### src/rtl/osc_tick_gen_pkg.sv
// Shared definitions for the oscillator timebase: default parameters,
// FSM state encoding and a counter-width helper.
package osc_tick_gen_pkg;

  // 210 MHz oscillator divided by 2 on the GW1N-4.
  localparam int unsigned CLK_HZ_DEFAULT        = 105_000_000;
  localparam int unsigned RST_HOLD_CYC_DEFAULT  = 1024;
  localparam int unsigned BLINK_HALF_MS_DEFAULT = 500;
  localparam int unsigned US_PER_MS_DEFAULT     = 1000;
  localparam int unsigned MS_PER_S_DEFAULT      = 1000;

  // HOLD keeps downstream logic in reset; RUN is terminal until sys_rst_n drops.
  typedef enum logic {
    ST_HOLD = 1'b0,
    ST_RUN  = 1'b1
  } osc_state_e;

  // Bits needed to count 0..n-1; a modulo-1 counter still gets one bit.
  function automatic int unsigned cnt_width(input int unsigned n);
    return (n > 1) ? $clog2(n) : 1;
  endfunction

endpackage

### src/rtl/osc_tick_gen_mod_n_cnt.sv
// Modulo-N enable counter. wrap is combinational and only asserts on an
// enabled cycle at N-1, so chaining wrap into the next stage's en gives a
// cascade whose carries all line up in the same cycle.
module mod_n_cnt
  import osc_tick_gen_pkg::*;
#(
  parameter int unsigned N = 10,
  localparam int unsigned W = cnt_width(N)
) (
  input  logic         clk,
  input  logic         rst_n,
  input  logic         en,
  output logic [W-1:0] cnt,
  output logic         wrap
);

  localparam logic [W-1:0] LAST = W'(N - 1);

  logic [W-1:0] r_cnt;

  assign wrap = en && (r_cnt == LAST);
  assign cnt  = r_cnt;

  // Advance on enable, returning to zero after N-1.
  always_ff @(posedge clk) begin
    if (!rst_n) begin
      r_cnt <= '0;
    end else if (en) begin
      r_cnt <= wrap ? '0 : r_cnt + 1'b1;
    end
  end

endmodule

### src/rtl/osc_tick_gen.sv
// Oscillator timebase: stretches sys_rst_n into rst_out_n, then produces
// 1 us / 1 ms / 1 s single-cycle strobes, a seconds uptime counter and a
// heartbeat LED. CLK_HZ must be an integer multiple of 1 MHz.
//
// Handshake: there is none; tick_en is a level-sensitive run/pause qualifier
// sampled every edge. A cycle with tick_en=0 freezes every counter and
// produces no strobe, so a pending strobe simply lands after the pause.
module osc_tick_gen
  import osc_tick_gen_pkg::*;
#(
  parameter int unsigned CLK_HZ        = CLK_HZ_DEFAULT,
  parameter int unsigned RST_HOLD_CYC  = RST_HOLD_CYC_DEFAULT,
  parameter int unsigned BLINK_HALF_MS = BLINK_HALF_MS_DEFAULT,
  parameter int unsigned US_PER_MS     = US_PER_MS_DEFAULT,
  parameter int unsigned MS_PER_S      = MS_PER_S_DEFAULT,
  parameter logic [31:0] UPTIME_INIT   = 32'd0,
  localparam int unsigned US_DIV       = CLK_HZ / 1_000_000,
  localparam int unsigned US_W         = cnt_width(US_DIV),
  localparam int unsigned MS_W         = cnt_width(US_PER_MS),
  localparam int unsigned S_W          = cnt_width(MS_PER_S),
  localparam int unsigned BL_W         = cnt_width(BLINK_HALF_MS)
) (
  input  logic            sys_clk,
  input  logic            sys_rst_n,
  input  logic            tick_en,
  output logic            rst_out_n,
  output logic            tick_us,
  output logic            tick_ms,
  output logic            tick_s,
  output logic [31:0]     uptime_s,
  output logic            led,
  output osc_state_e      o_dbg_state,
  output logic [US_W-1:0] o_dbg_us_cnt,
  output logic [MS_W-1:0] o_dbg_ms_cnt,
  output logic [S_W-1:0]  o_dbg_s_cnt,
  output logic [BL_W-1:0] o_dbg_blink_cnt
);

  localparam int unsigned       HOLD_W    = cnt_width(RST_HOLD_CYC);
  localparam logic [HOLD_W-1:0] HOLD_LAST = HOLD_W'(RST_HOLD_CYC - 1);

  osc_state_e        r_state;
  osc_state_e        w_state_nxt;
  logic [HOLD_W-1:0] r_hold_cnt;
  logic [HOLD_W-1:0] w_hold_cnt_nxt;

  logic w_run_en;
  logic w_us_wrap;
  logic w_ms_wrap;
  logic w_s_wrap;
  logic w_blink_wrap;

  logic        r_rst_out_n;
  logic        r_tick_us;
  logic        r_tick_ms;
  logic        r_tick_s;
  logic [31:0] r_uptime;
  logic        r_led;

  // State and hold-counter registers.
  always_ff @(posedge sys_clk) begin
    if (!sys_rst_n) begin
      r_state    <= ST_HOLD;
      r_hold_cnt <= '0;
    end else begin
      r_state    <= w_state_nxt;
      r_hold_cnt <= w_hold_cnt_nxt;
    end
  end

  // HOLD counts RST_HOLD_CYC cycles then moves to RUN for good.
  always_comb begin
    w_state_nxt    = r_state;
    w_hold_cnt_nxt = r_hold_cnt;
    unique case (r_state)
      ST_HOLD: begin
        if (r_hold_cnt == HOLD_LAST) begin
          w_state_nxt = ST_RUN;
        end else begin
          w_hold_cnt_nxt = r_hold_cnt + 1'b1;
        end
      end
      ST_RUN: begin
        w_state_nxt = ST_RUN;
      end
      default: begin
        w_state_nxt = ST_HOLD;
      end
    endcase
  end

  // tick_en only matters once the hold phase is over.
  assign w_run_en = (r_state == ST_RUN) && tick_en;

  mod_n_cnt #(.N(US_DIV)) u_us_cnt (
    .clk   (sys_clk),
    .rst_n (sys_rst_n),
    .en    (w_run_en),
    .cnt   (o_dbg_us_cnt),
    .wrap  (w_us_wrap)
  );

  mod_n_cnt #(.N(US_PER_MS)) u_ms_cnt (
    .clk   (sys_clk),
    .rst_n (sys_rst_n),
    .en    (w_us_wrap),
    .cnt   (o_dbg_ms_cnt),
    .wrap  (w_ms_wrap)
  );

  mod_n_cnt #(.N(MS_PER_S)) u_s_cnt (
    .clk   (sys_clk),
    .rst_n (sys_rst_n),
    .en    (w_ms_wrap),
    .cnt   (o_dbg_s_cnt),
    .wrap  (w_s_wrap)
  );

  mod_n_cnt #(.N(BLINK_HALF_MS)) u_blink_cnt (
    .clk   (sys_clk),
    .rst_n (sys_rst_n),
    .en    (w_ms_wrap),
    .cnt   (o_dbg_blink_cnt),
    .wrap  (w_blink_wrap)
  );

  // Output registers: every strobe is the registered wrap of its chain stage,
  // so coincident boundaries appear together one cycle after the wrap.
  always_ff @(posedge sys_clk) begin
    if (!sys_rst_n) begin
      r_rst_out_n <= 1'b0;
      r_tick_us   <= 1'b0;
      r_tick_ms   <= 1'b0;
      r_tick_s    <= 1'b0;
      r_uptime    <= UPTIME_INIT;
      r_led       <= 1'b0;
    end else begin
      r_rst_out_n <= (r_state == ST_RUN);
      r_tick_us   <= w_us_wrap;
      r_tick_ms   <= w_ms_wrap;
      r_tick_s    <= w_s_wrap;
      if (w_s_wrap) begin
        r_uptime <= r_uptime + 32'd1;
      end
      if (w_blink_wrap) begin
        r_led <= ~r_led;
      end
    end
  end

  assign rst_out_n   = r_rst_out_n;
  assign tick_us     = r_tick_us;
  assign tick_ms     = r_tick_ms;
  assign tick_s      = r_tick_s;
  assign uptime_s    = r_uptime;
  assign led         = r_led;
  assign o_dbg_state = r_state;

endmodule

### config.mk
export PLATFORM = sky130hd
export DESIGN_NAME = osc_tick_gen
export DESIGN_NICKNAME = d
export VERILOG_FILES = /design/src/rtl/osc_tick_gen_pkg.sv /design/src/rtl/osc_tick_gen_mod_n_cnt.sv /design/src/rtl/osc_tick_gen.sv
export SDC_FILE = /design/constraint.sdc
export NUM_CORES = 1
export LEC_CHECK = 0
export CAP_MARGIN = 20
export CORE_MARGIN = 3
export CORE_UTILIZATION = 57
export DETAILED_ROUTE_END_ITERATION = 7
export DONT_BUFFER_PORTS = 1
export PLACE_DENSITY = 0.75
export REMOVE_ABC_BUFFERS = 1
export SYNTH_ARGS = -nofsm -noshare
export SYNTH_HDL_FRONTEND = slang
export SYNTH_SLANG_ARGS = --single-unit
### constraint.sdc
create_clock -name sys_clk -period 1.96 [get_ports sys_clk]
set_clock_uncertainty 0.05 [all_clocks]
set_input_delay 0.196 -clock sys_clk [delete_from_list [all_inputs] [get_ports sys_clk]]
set_output_delay 0.196 -clock sys_clk [all_outputs]
set_load 0.02 [all_outputs]
# Word-level counts from Yosys, hierarchy flattened
# Index checks and enable logic that the tools add are counted.
# classes
addsub,6
eq_ne,5
mux,6
bitwise_logic,3
reduce_logical,6
# ops
op,n
32-bit by 1-bit adder with 32-bit output (second input constant),1
10-bit by 1-bit adder with 10-bit output (second input constant),3
10-bit equality test (second input constant),3
10-bit 2-to-1 mux,2
9-bit by 1-bit adder with 9-bit output (second input constant),1
9-bit equality test (second input constant),1
9-bit 2-to-1 mux,1
7-bit by 1-bit adder with 7-bit output (second input constant),1
7-bit equality test (second input constant),1
7-bit 2-to-1 mux,1
1-bit logical AND,5
1-bit inverter,3
1-bit case mux with 2 select lines,1
2-bit AND reduction,1
1-bit 2-to-1 mux,1
# totals
regBits,84
inputBits,3
output_inout_bits,74

# Logic depth before layout (Yosys ltp)
# Gate-level depths: netlist (run 1).
# logic_depth
depth_word,5
depth_mapped,9

# Modules after synthesis
# Synthesis (run 1) repeated with hierarchy kept, for this count alone.
# hier_totals
cells_unflattened,446
hier_area_um2,4016.4
# modules_own_cells
module,n_inst,cells_per_inst,area_per_inst_um2,seq_area_each_um2
osc_tick_gen,1,242,2129.5,960.9
mod_n_cnt at u_ms_cnt ...,2,54,514.2,200.2
mod_n_cnt at u_blink_cnt,1,51,464.2,180.2
mod_n_cnt at u_us_cnt,1,45,394.1,140.1

# Worst setup path after synthesis (run 1)
# OpenSTA, ideal clock, no wires.
# synth_path
path_kind,register to register
start,"register u_ms_cnt.r_cnt[0], in the netlist u_ms_cnt.cnt[0]"
end,"register r_uptime[30], in the netlist uptime_s[30]"
setup_ns,0.132
t_arrival_ns,2.164
setup_slack_ns,-0.386
path_stages_with_launch,9
period_less_slack_ns,2.346
path_cell_list,dfxtp_1 ha_1 nand3_1 nor4_1 nand4_1 clkbuf_1 buf_2 o31ai_1 a21oi_1
# synth_via
elab_chain_len,3
# synth_lines
element,line,text
"start, declared",osc_tick_gen_mod_n_cnt.sv:19,logic [W-1:0] r_cnt;
"start signal, assigned",osc_tick_gen_mod_n_cnt.sv:29,r_cnt <= wrap ? '0 : r_cnt + 1'b1;
10-bit equality test,osc_tick_gen_mod_n_cnt.sv:21,assign wrap = en && (r_cnt == LAST);
1-bit logical AND (2 in series),osc_tick_gen_mod_n_cnt.sv:21,
"end signal, assigned",osc_tick_gen.sv:143,r_uptime <= r_uptime + 32'd1;
"end, declared",osc_tick_gen.sv:57,logic [31:0] r_uptime;
# Every way passes these cells.
# A chain may end at the register's enable or synchronous reset.

# Worst setup path in the final report (run 1)
# layout_path
start,"register u_s_cnt.r_cnt[0], in the netlist u_s_cnt.cnt[0]"
end,"register r_uptime[23], in the netlist uptime_s[23]"
# layout_via
elab_chain_len,2
# layout_lines
element,line
"start, declared",osc_tick_gen_mod_n_cnt.sv:19
"start signal, assigned",osc_tick_gen_mod_n_cnt.sv:29
10-bit equality test,osc_tick_gen_mod_n_cnt.sv:21
1-bit logical AND,osc_tick_gen_mod_n_cnt.sv:21
# Every way passes these cells.

==> impl_metrics.py, run 1 <==
metrics = {
    "run_status": {
        "outcome": "finished with violations",
        "violations": "setup timing",
    },
    "detailed_routing": {
        "drt_iter0_drc": 243,
        "vias": 4218,
        "routed_via_density": 6.43,
        "route.detailed.drc": 0,
        "routed_wl_um": 12800,
        "ant_nets": 0,
        "firstDrtPassIters": 5,
        "wl_per_cell_um": 19.6,
    },
    "synth": {
        "synth_area_leader_cell": "dfxtp_1",
        "async_reset_ff_share_pct": 0,
        "synth_top_cell_area_share_pct": 42.7,
        "syn_inst": 471,
        "ys.flop_type": "dfxtp_1",
        "synth_seq_cells": 84,
        "yosys-top-cells-area": "dfxtp_1 (43%), a21oi_1 (5.1%), nor2_1 (4.7%)",
        "yosys-top-cells-count": "dfxtp_1 (84), nor2_1 (49), a21oi_1 (40)",
        "syn_area_per_cell_um2": 8.35,
        "ys.warnings.count": 0,
        "synth_edf_count": 0,
        "synth.most_common_cell": "dfxtp_1",
        "synth_seq_area_share_pct": 42.7,
        "synth.distinct_cells": 41,
        "netlist_area_um2": 3930,
    },
    "floorplanning": {
        "die-area_um2": 7930,
        "design.core.area_um2": 6530,
        "pin_count": 77,
        "dieWidth_um": 89.1,
        "start_util_pct": 60.2,
        "rows": 29,
        "die_h_um": 89.1,
    },
    "clock_network": {
        "cts-root-buf": "clkbuf_8",
        "numCtsBuffers": 9,
        "clkTransAtPathRegs_ns": 0.08,
        "cts.sinks": 84,
        "cts_tree": "yes",
        "cts_max_path_buffers": 2,
        "cts_max_level": 3,
        "worstSkewPairLatency_ns": 0.36,
    },
    "worst_setup_path": {
        "crit_path_frequent_cell": "nand4_1",
        "startpoint_type": "flip-flop",
        "crit_path_top_delay_cell": "dfxtp_2",
        "crit_family": "simple AND/OR/NAND/NOR gates",
        "crit_arrival_ns": 2.48,
        "critPathCaptureType": "flip-flop",
        "crit_fanout": 17,
        "critPathBufInv": 2,
        "required_ns": 2.18,
        "path_cells": "ha_4, nand4_1, nor4_4, nand4_1, buf_6, buf_4, or3_1, a21oi_1",
        "max_stage_delay_ns": 0.36,
        "worstSetupPathType": "flip-flop to flip-flop",
    },
    "cells_and_area": {
        "area_growth_pct": 38.2,
        "stdcell_area_um2": 5440,
        "nFillCells": 374,
        "layoutNonFillerInstCount": 656,
        "diodes": 0,
        "nets": 584,
        "layout-drive-gt1-share_pct": 33.3,
    },
    "sta": {
        "drv_slew": 0,
        "rsz0062_at_grt": "yes",
        "worstMarginPinSlew_ns": 0.626,
        "fin_setup_tns_ns": -6.26,
        "finalHoldViolations": 0,
        "fmax_mhz": 441,
        "fin_ws_ns": -0.308,
        "min_period_ns": 2.27,
        "post-route-period-util_pct": 116,
        "slew_headroom_pct": 58.0,
        "setup_viol": 44,
    },
    "pwr": {
        "p_per_area_nw_per_um2": 576,
        "power_leakage_nw": 2.00,
        "vdd_drop_max_v": 0.000570,
        "power_w": 0.00313,
    },
    "grt": {
        "grt_pass1_vias": 3937,
        "antenna_found_initial": 0,
        "grt_use_total_pct": 28.9,
        "grt-ovfl-total": 0,
        "grt_max_degree": 30,
        "grt_first_pass_wirelength_um": 18200,
    },
    "flow_run": {
        "max_cap_violations": 0,
    },
    "place": {
        "placed_cell_area_um2": 4700,
        "routabilityCongestion": 0.915,
        "post-place-ws_ns": -0.218,
        "numPortBuffers": 0,
        "dp_cells": 625,
        "dp_hpwl_um": 7650,
    },
    "min_path": {
        "hold_class": "input port to flip-flop",
    },
}
what timing repair did:
item                       4_1_cts  5_1_grt
hold endpoints to repair         3        0
pin swaps                       32       25
buffers inserted                 8        5
hold buffers                     2        0
cloned                           1        0
gates resized for setup         39       55
setup endpoints to repair       47       52
layer usage:
layer  global-route usage, %  wire, µm  share of wire, %
met5                       0         0                 0
met4                    14.7       497               3.9
met3                    6.82      1040               8.1
met2                    49.3      6410                50
met1                    33.9      4880                38
state kept, by name (all words and copies together) (netlist names):
signal / cells
tick_us: 1
led: 1
u_blink_cnt.cnt: 9
u_ms_cnt.cnt: 10
tick_ms: 1
r_hold_cnt: 10
rst_out_n: 1
o_dbg_state: 1
tick_s: 1
u_us_cnt.cnt: 7
u_s_cnt.cnt: 10
uptime_s: 32
path summary, 6_finish.rpt:
| check | cells past startpoint | end | start | slack [ns] |
|---|---|---|---|---|
| setup / recovery | 8 | uptime_s[23]$_SDFFE_PN0P_ | u_s_cnt.cnt[0]$_SDFFE_PN0N_ | -0.31 |
| hold / removal | 2 | u_blink_cnt.cnt[6]$_SDFFE_PN0N_ | sys_rst_n | 0.01 |
| setup reg to reg | 8 | uptime_s[23]$_SDFFE_PN0P_ | u_s_cnt.cnt[0]$_SDFFE_PN0N_ | -0.31 |
| hold reg to reg | 2 | r_hold_cnt[9]$_SDFFE_PN0P_ | r_hold_cnt[9]$_SDFFE_PN0P_ | 0.44 |
worst reg2reg max path: cells and delay by family, from the launching register on:
family / cells / cell delay [ns]
simple gates: 4 / 1.06
compound gates: 1 / 0.21
fa+ha+maj: 1 / 0.13
buf+inv: 2 / 0.36
flops: 1 / 0.36
power breakdown:
group	leakage [nW]	internal, W	switching (W)	total [W]
Combinational	1.21	0.0000197	0.0000418	0.0000615
Sequential	0.679	0.00171	0.00000465	0.00171
Clock	0.112	0.000727	0.000629	0.00136
cell type report:
class,instances,area (µm²),share of cell area (%)
inverter,16,60.1,1.10
multi-input combinational,349,2440,44.9
sequential,84,1690,31.0
tap,77,96.3,1.77
timing repair buffer,114,931,17.1
clock inverter,3,42.5,0.782
clock buffer,13,179,3.29
cell usage in the layout, fill, tap and decap left out, types with 11 or more instances in the layout:
cell type / synthesis / final
nand2_1: 31 / 30
dfxtp_1: 84 / 80
nand3_1: 27 / 26
nor2_1: 49 / 41
o31ai_1: 14 / 11
o21ai_0: 20 / 15
or3_1: 19 / 17
a21oi_1: 40 / 30
buf_4: 0 / 99
xnor2_1: 21 / 18
clkbuf_8: 0 / 13
inv_1: 15 / 15
xor2_1: 13 / 12
nor3_1: 17 / 13
nand4_1: 19 / 19
stage by stage:
step | utilization (%) | hold slack [ns]
after floorplan | - | 0.264
after global placement | 71.9 | 0.267
after detailed placement | 71.9 | 0.273
after CTS | 79.1 | 0.0116
after global routing | 83.3 | 0.0170
final | 83.3 | 0.0110
kinds of logic (layout without fill, tap and decap cells):
kind of cell,count (synthesis),after routing,share of synthesized area [%]
fa+ha+maj,7,7,2.23
mux,3,3,0.763
compound gates,85,85,12.3
buf+inv,38,146,3.78
flops,84,84,42.7
xor+xnor,34,34,7.57
simple gates,220,220,30.6
(Power assumes the default switching activity.)
==> run 2: changes to the inputs <==
SYNTH_HIERARCHICAL = 1   (was not set)
==> run 2 against run 1 <==
Compared with the run above: the flow still finishes with violations (setup timing); combinational power rose by 110%; flip-flop and latch count did not move; sequential power rose by 3%; wire length fell by 13%; area after synthesis rose by 2.1%; register-to-register slack got worse by 0.82 ns; sequential share of layout area rose by 0.37 points; die area rose by 2.0%; clock power fell by 8%; critical path type unchanged; hold slack improved by 0.030 ns.
==> impl_metrics.py, run 2 <==
metrics = {
    "clock_network": {
        "clkTransAtPathRegs_ns": 0.08,
        "worstSkewPairLatency_ns": 0.35,
        "cts_max_path_buffers": 2,
        "cts_tree": "yes",
        "cts_max_level": 3,
        "cts.sinks": 84,
        "cts-root-buf": "clkbuf_8",
        "numCtsBuffers": 9,
    },
    "worst_setup_path": {
        "crit_arrival_ns": 3.33,
        "startpoint_type": "flip-flop",
        "worstSetupPathType": "flip-flop to flip-flop",
        "crit_fanout": 8,
        "required_ns": 2.20,
        "critPathCaptureType": "flip-flop",
    },
    "detailed_routing": {
        "ant_nets": 0,
        "routed_via_density": 5.90,
        "wl_per_cell_um": 17.0,
        "drt_iter0_drc": 189,
        "firstDrtPassIters": 5,
        "route.detailed.drc": 0,
        "routed_wl_um": 11100,
        "vias": 3856,
    },
    "cells_and_area": {
        "layout-drive-gt1-share_pct": 32.8,
        "layoutNonFillerInstCount": 654,
        "diodes": 0,
        "final_common_cell": "buf_4",
        "layout_common_cells": "buf_4 (104), dfxtp_1 (82), a21oi_1 (31)",
        "nFillCells": 406,
        "area_growth_pct": 33.6,
        "final_util_pct": 81.3,
        "nets": 566,
        "largest_register_ff_count": 32,
    },
    "synth": {
        "synth_seq_area_share_pct": 41.9,
        "ys.warnings.count": 6,
        "synth_edf_count": 0,
        "synth_seq_cells": 84,
        "synth.most_common_cell": "dfxtp_1",
        "syn_inst": 446,
        "ys.flop_type": "dfxtp_1",
        "synth_area_leader_cell": "dfxtp_1",
        "async_reset_ff_share_pct": 0,
        "yosys-top-cells-count": "dfxtp_1 (84), a21oi_1 (35), nand2_1 (31)",
        "synth.distinct_cells": 51,
        "netlist_area_um2": 4020,
        "synth_top_cell_area_share_pct": 41.9,
        "yosys-top-cells-area": "dfxtp_1 (42%), a21oi_1 (4.4%), or4_1 (4.1%)",
        "syn_area_per_cell_um2": 9.01,
    },
    "sta": {
        "fin_setup_tns_ns": -34.88,
        "worstMarginPinSlew_ns": 0.966,
        "rsz0062_at_grt": "yes",
        "setup_viol": 53,
        "fin_ws_ns": -1.13,
        "slew_headroom_pct": 35.4,
        "finalHoldViolations": 0,
        "post-route-period-util_pct": 157,
        "fmax_mhz": 324,
        "min_period_ns": 3.09,
        "drv_slew": 0,
    },
    "floorplanning": {
        "die-area_um2": 8090,
        "dieWidth_um": 89.9,
        "pin_count": 77,
        "rows": 29,
        "start_util_pct": 60.8,
        "die_h_um": 89.9,
        "design.core.area_um2": 6600,
    },
    "pwr": {
        "power_leakage_nw": 2.03,
        "vdd_drop_max_v": 0.000435,
        "p_per_area_nw_per_um2": 585,
    },
    "run_status": {
        "violations": "setup timing",
        "outcome": "finished with violations",
    },
    "grt": {
        "grt-ovfl-total": 0,
        "antenna_found_initial": 0,
        "grt_pass1_vias": 3621,
        "grt_first_pass_wirelength_um": 17300,
        "grt_use_total_pct": 25.5,
        "grt_max_degree": 36,
    },
    "min_path": {
        "hold_class": "input port to flip-flop",
    },
    "flow_run": {
        "max_cap_violations": 0,
    },
    "place": {
        "numPortBuffers": 0,
        "dp_cells": 615,
        "post-place-ws_ns": -1.52,
        "dp_hpwl_um": 6970,
        "routabilityCongestion": 0.814,
    },
}
==> run 2: layer usage <==
metal  vias up  GRT usage (%)  part of all wire, %
li1       1875              -                    -
met5         -              0                    0
met1      1836           30.4                   41
met2       129           44.5                   51
met4         0           7.14                  1.6
met3        16           7.68                  6.6
==> run 2: cells by family after synthesis <==
family                   after synthesis  share of synthesized area (%)
flip-flops                            84                           41.9
multiplexers                           4                          0.997
buffers and inverters                 39                           4.05
XOR/XNOR                              24                           5.23
AO/OA/AOI/OAI                         99                           16.2
adder cells (fa/ha/maj)                7                           2.18
AND/OR/NAND/NOR                      189                           29.5
==> run 2: report_power, final <==
group / switching, W / leakage [nW] / total [W] / internal [W]
logic: 0.0000814 / 1.25 / 0.000128 / 0.0000463
clock network: 0.000599 / 0.102 / 0.00125 / 0.000655
registers: 0.0000305 / 0.679 / 0.00176 / 0.00173
==> run 2: final timing paths <==
path / from / to / slack [ns] / depth (start not counted)
worst min register to register: r_hold_cnt[9]$_SDFFE_PN0P_ / r_hold_cnt[9]$_SDFFE_PN0P_ / 0.48 / 2
worst min-delay path: sys_rst_n / r_hold_cnt[6]$_SDFFE_PN0P_ / 0.04 / 2
worst max register to register: u_us_cnt/cnt[0]$_SDFFE_PN0P_ / uptime_s[26]$_SDFFE_PN0P_ / -1.13 / 14
worst max-delay path: u_us_cnt/cnt[0]$_SDFFE_PN0P_ / uptime_s[26]$_SDFFE_PN0P_ / -1.13 / 14
==> run 2: what timing repair did <==
item	4_1_cts	5_1_grt
endpoints found under the setup margin	55	59
pin swaps	44	16
hold buffers	1	0
resized for setup	25	31
endpoints found under the hold margin	25	0
gates cloned	2	0
buffers inserted	11	11
==> run 2: critical path: stages, from the launching register on <==
cell and delay (ns):
dfxtp_2 0.33, inv_2 0.07, ha_4 0.14, nand4bb_4 0.13, nor2_4 0.18, nand3_4 0.09
nor4_4 0.26, nand3_2 0.13, nor4_2 0.16, buf_4 0.17, nand4_4 0.08, or4_4 0.44
buf_6 0.15, or4_4 0.51, a21oi_2 0.14
==> run 2: layout make-up <==
cell class	instances	area [µm²]	share of cell area, %
repair buffers	114	892	16.6
flip-flops and latches	84	1680	31.4
clock inverters	4	47.5	0.886
multi-input cells	324	2380	44.4
inverters	23	86.3	1.61
well taps	93	116	2.17
clock buffers	12	155	2.89
==> run 2: per-stage QoR <==
stage	hold WS, ns	cell area, µm²	total power [W]
floorplan	0.268	3940	0.00186
global route	0.0274	5370	0.00325
finish	0.0407	5370	0.00314
CTS	0.0195	5160	0.00315
detailed placement	0.279	4760	0.00191
global placement	0.274	4760	0.00190
==> run 3: changes to the inputs <==
RECOVER_POWER = 50   (was not set)
==> run 3 against run 2 <==
Compared with the run above: the flow still finishes with violations (setup timing); fmax is 0.39% lower; sequential share of layout area is 0.90 points higher; global-route usage stayed put; via count is 1.2% higher; setup slack worse by 0.012 ns; flip-flop and latch count stayed put; first-iteration DRC count is 12% higher; hold slack hardly changed; cell area is 2.8% lower; non-clock buffer count stayed put; utilization is 2.3 points lower; largest cell class unchanged.
==> impl_metrics.py, run 3 (synthesized netlist as in run 2, its figures left out) <==
metrics = {
    "worst_setup_path": {
        "worstSetupPathType": "flip-flop to flip-flop",
        "startpoint_type": "flip-flop",
        "required_ns": 2.20,
        "rr_endpoint": "uptime_s[26]$_SDFFE_PN0P_",
        "critPathCaptureType": "flip-flop",
        "ff2ff_path_depth": 14,
        "reg2reg_from": "u_us_cnt/cnt[0]$_SDFFE_PN0P_",
        "crit_fanout": 8,
        "r2r_slack_ns": -1.14,
        "crit_start": "u_us_cnt/cnt[0]$_SDFFE_PN0P_",
        "crit_arrival_ns": 3.34,
    },
    "cells_and_area": {
        "layout_common_cells": "dfxtp_1 (82), buf_4 (64), clkbuf_1 (41)",
        "stdcell_area_um2": 5220,
        "largest_register_ff_count": 32,
        "diodes": 0,
        "layout-drive-gt1-share_pct": 25.7,
        "layoutNonFillerInstCount": 654,
        "area_growth_pct": 29.9,
        "nets": 566,
        "final_common_cell": "dfxtp_1",
    },
    "sta": {
        "worstMarginPinSlew_ns": 0.979,
        "rsz0062_at_grt": "yes",
        "min_period_ns": 3.10,
        "setup_viol": 53,
        "post-route-period-util_pct": 158,
        "slew_headroom_pct": 34.5,
        "fin_ws_ns": -1.14,
        "fmax_mhz": 323,
        "finalHoldViolations": 0,
        "drv_slew": 0,
    },
    "place": {
        "numPortBuffers": 0,
        "routabilityCongestion": 0.814,
        "placed_cell_area_um2": 4760,
        "post-place-ws_ns": -1.52,
        "dp_cells": 615,
        "dp_hpwl_um": 6970,
    },
    "clock_network": {
        "cts_max_level": 3,
        "worstSkewPairLatency_ns": 0.35,
        "numCtsBuffers": 9,
        "cts.sinks": 84,
        "cts_tree": "yes",
        "clkTransAtPathRegs_ns": 0.08,
        "cts-root-buf": "clkbuf_8",
        "cts_max_path_buffers": 2,
    },
    "detailed_routing": {
        "routed_via_density": 5.96,
        "route.detailed.drc": 0,
        "ant_nets": 0,
        "firstDrtPassIters": 5,
        "wl_per_cell_um": 17.0,
        "routed_wl_um": 11100,
        "vias": 3901,
        "drt_iter0_drc": 212,
    },
    "grt": {
        "antenna_found_initial": 0,
        "grt_max_degree": 36,
        "grt_use_total_pct": 25.5,
        "grt-ovfl-total": 0,
        "grt_first_pass_wirelength_um": 17300,
        "grt_pass1_vias": 3621,
    },
    "floorplanning": {
        "rows": 29,
        "start_util_pct": 60.8,
        "pin_count": 77,
        "dieWidth_um": 89.9,
        "design.core.area_um2": 6600,
        "die-area_um2": 8090,
        "die_h_um": 89.9,
    },
    "run_status": {
        "violations": "setup timing",
        "outcome": "finished with violations",
    },
    "flow_run": {
        "max_cap_violations": 0,
    },
    "min_path": {
        "whs_path_depth": 2,
        "min-delay-start": "sys_rst_n",
        "holdPathEnd": "r_hold_cnt[6]$_SDFFE_PN0P_",
        "hold_class": "input port to flip-flop",
    },
    "pwr": {
        "power_leakage_nw": 1.86,
        "p_per_area_nw_per_um2": 601,
        "vdd_drop_max_v": 0.000412,
    },
}
## run 3: final cells by class
type	instances	area, µm²
sequential	84	1680
multi-input combinational	324	2380
inverter	23	86.3
clock buffer	12	155
tap	93	116
clock inverter	4	47.5
fill	465	1390
timing repair buffer	114	742
## run 3: power breakdown
| part | internal, W | switching [W] | total (W) |
|---|---|---|---|
| Combinational | 0.0000414 | 0.0000820 | 0.000123 |
| Sequential | 0.00173 | 0.0000301 | 0.00176 |
| Clock | 0.000655 | 0.000600 | 0.00126 |
## run 3: per-layer routing
metal / vias up / routed length, µm / GRT usage (%)
met5: - / 0 / 0
met4: 0 / 202 / 7.14
met3: 21 / 746 / 7.68
met2: 137 / 5610 / 44.5
met1: 1863 / 4530 / 30.4
li1: 1880 / - / -
## run 3: stage by stage
stage                     util, %  power [W]  setup TNS, ns  hold WS, ns
after global routing         79.0    0.00324         -43.75       0.0274
after floorplan                 -    0.00186        -147.01        0.268
final                        79.0    0.00313         -35.49       0.0404
after global placement       72.0    0.00190         -41.34        0.274
after CTS                    78.1    0.00315         -31.47       0.0195
after detailed placement     72.0    0.00191         -46.03        0.279
## run 3: how the worst max path moves through the flow
stage,depth (start not counted),slack (ns),to
after floorplan,11,-3.67,uptime_s[20]$_SDFFE_PN0P_
after global placement,14,-1.40,uptime_s[20]$_SDFFE_PN0P_
after detailed placement,14,-1.52,uptime_s[26]$_SDFFE_PN0P_
after CTS,14,-1.05,uptime_s[22]$_SDFFE_PN0P_
after global routing,14,-1.29,uptime_s[22]$_SDFFE_PN0P_
final,14,-1.14,uptime_s[26]$_SDFFE_PN0P_
## run 3: worst max-delay path, cell delays in order, from the launching register on
cell and delay, ns:
dfxtp_2 0.33, inv_2 0.07, ha_4 0.14, nand4bb_4 0.13, nor2_4 0.18, nand3_4 0.09
nor4_4 0.27, nand3_2 0.13, nor4_2 0.16, buf_4 0.17, nand4_4 0.08, or4_4 0.44
buf_6 0.15, or4_4 0.52, a21oi_2 0.14
## run 3: timing repair
| item | CTS | global route |
|---|---|---|
| resized for setup | 25 | 31 |
| setup endpoints to repair | 55 | 59 |
| pin swaps | 44 | 16 |
| buffers inserted | 11 | 11 |
| hold buffers | 1 | 0 |
| cloned | 2 | 0 |
| endpoints found under the hold margin | 25 | 0 |
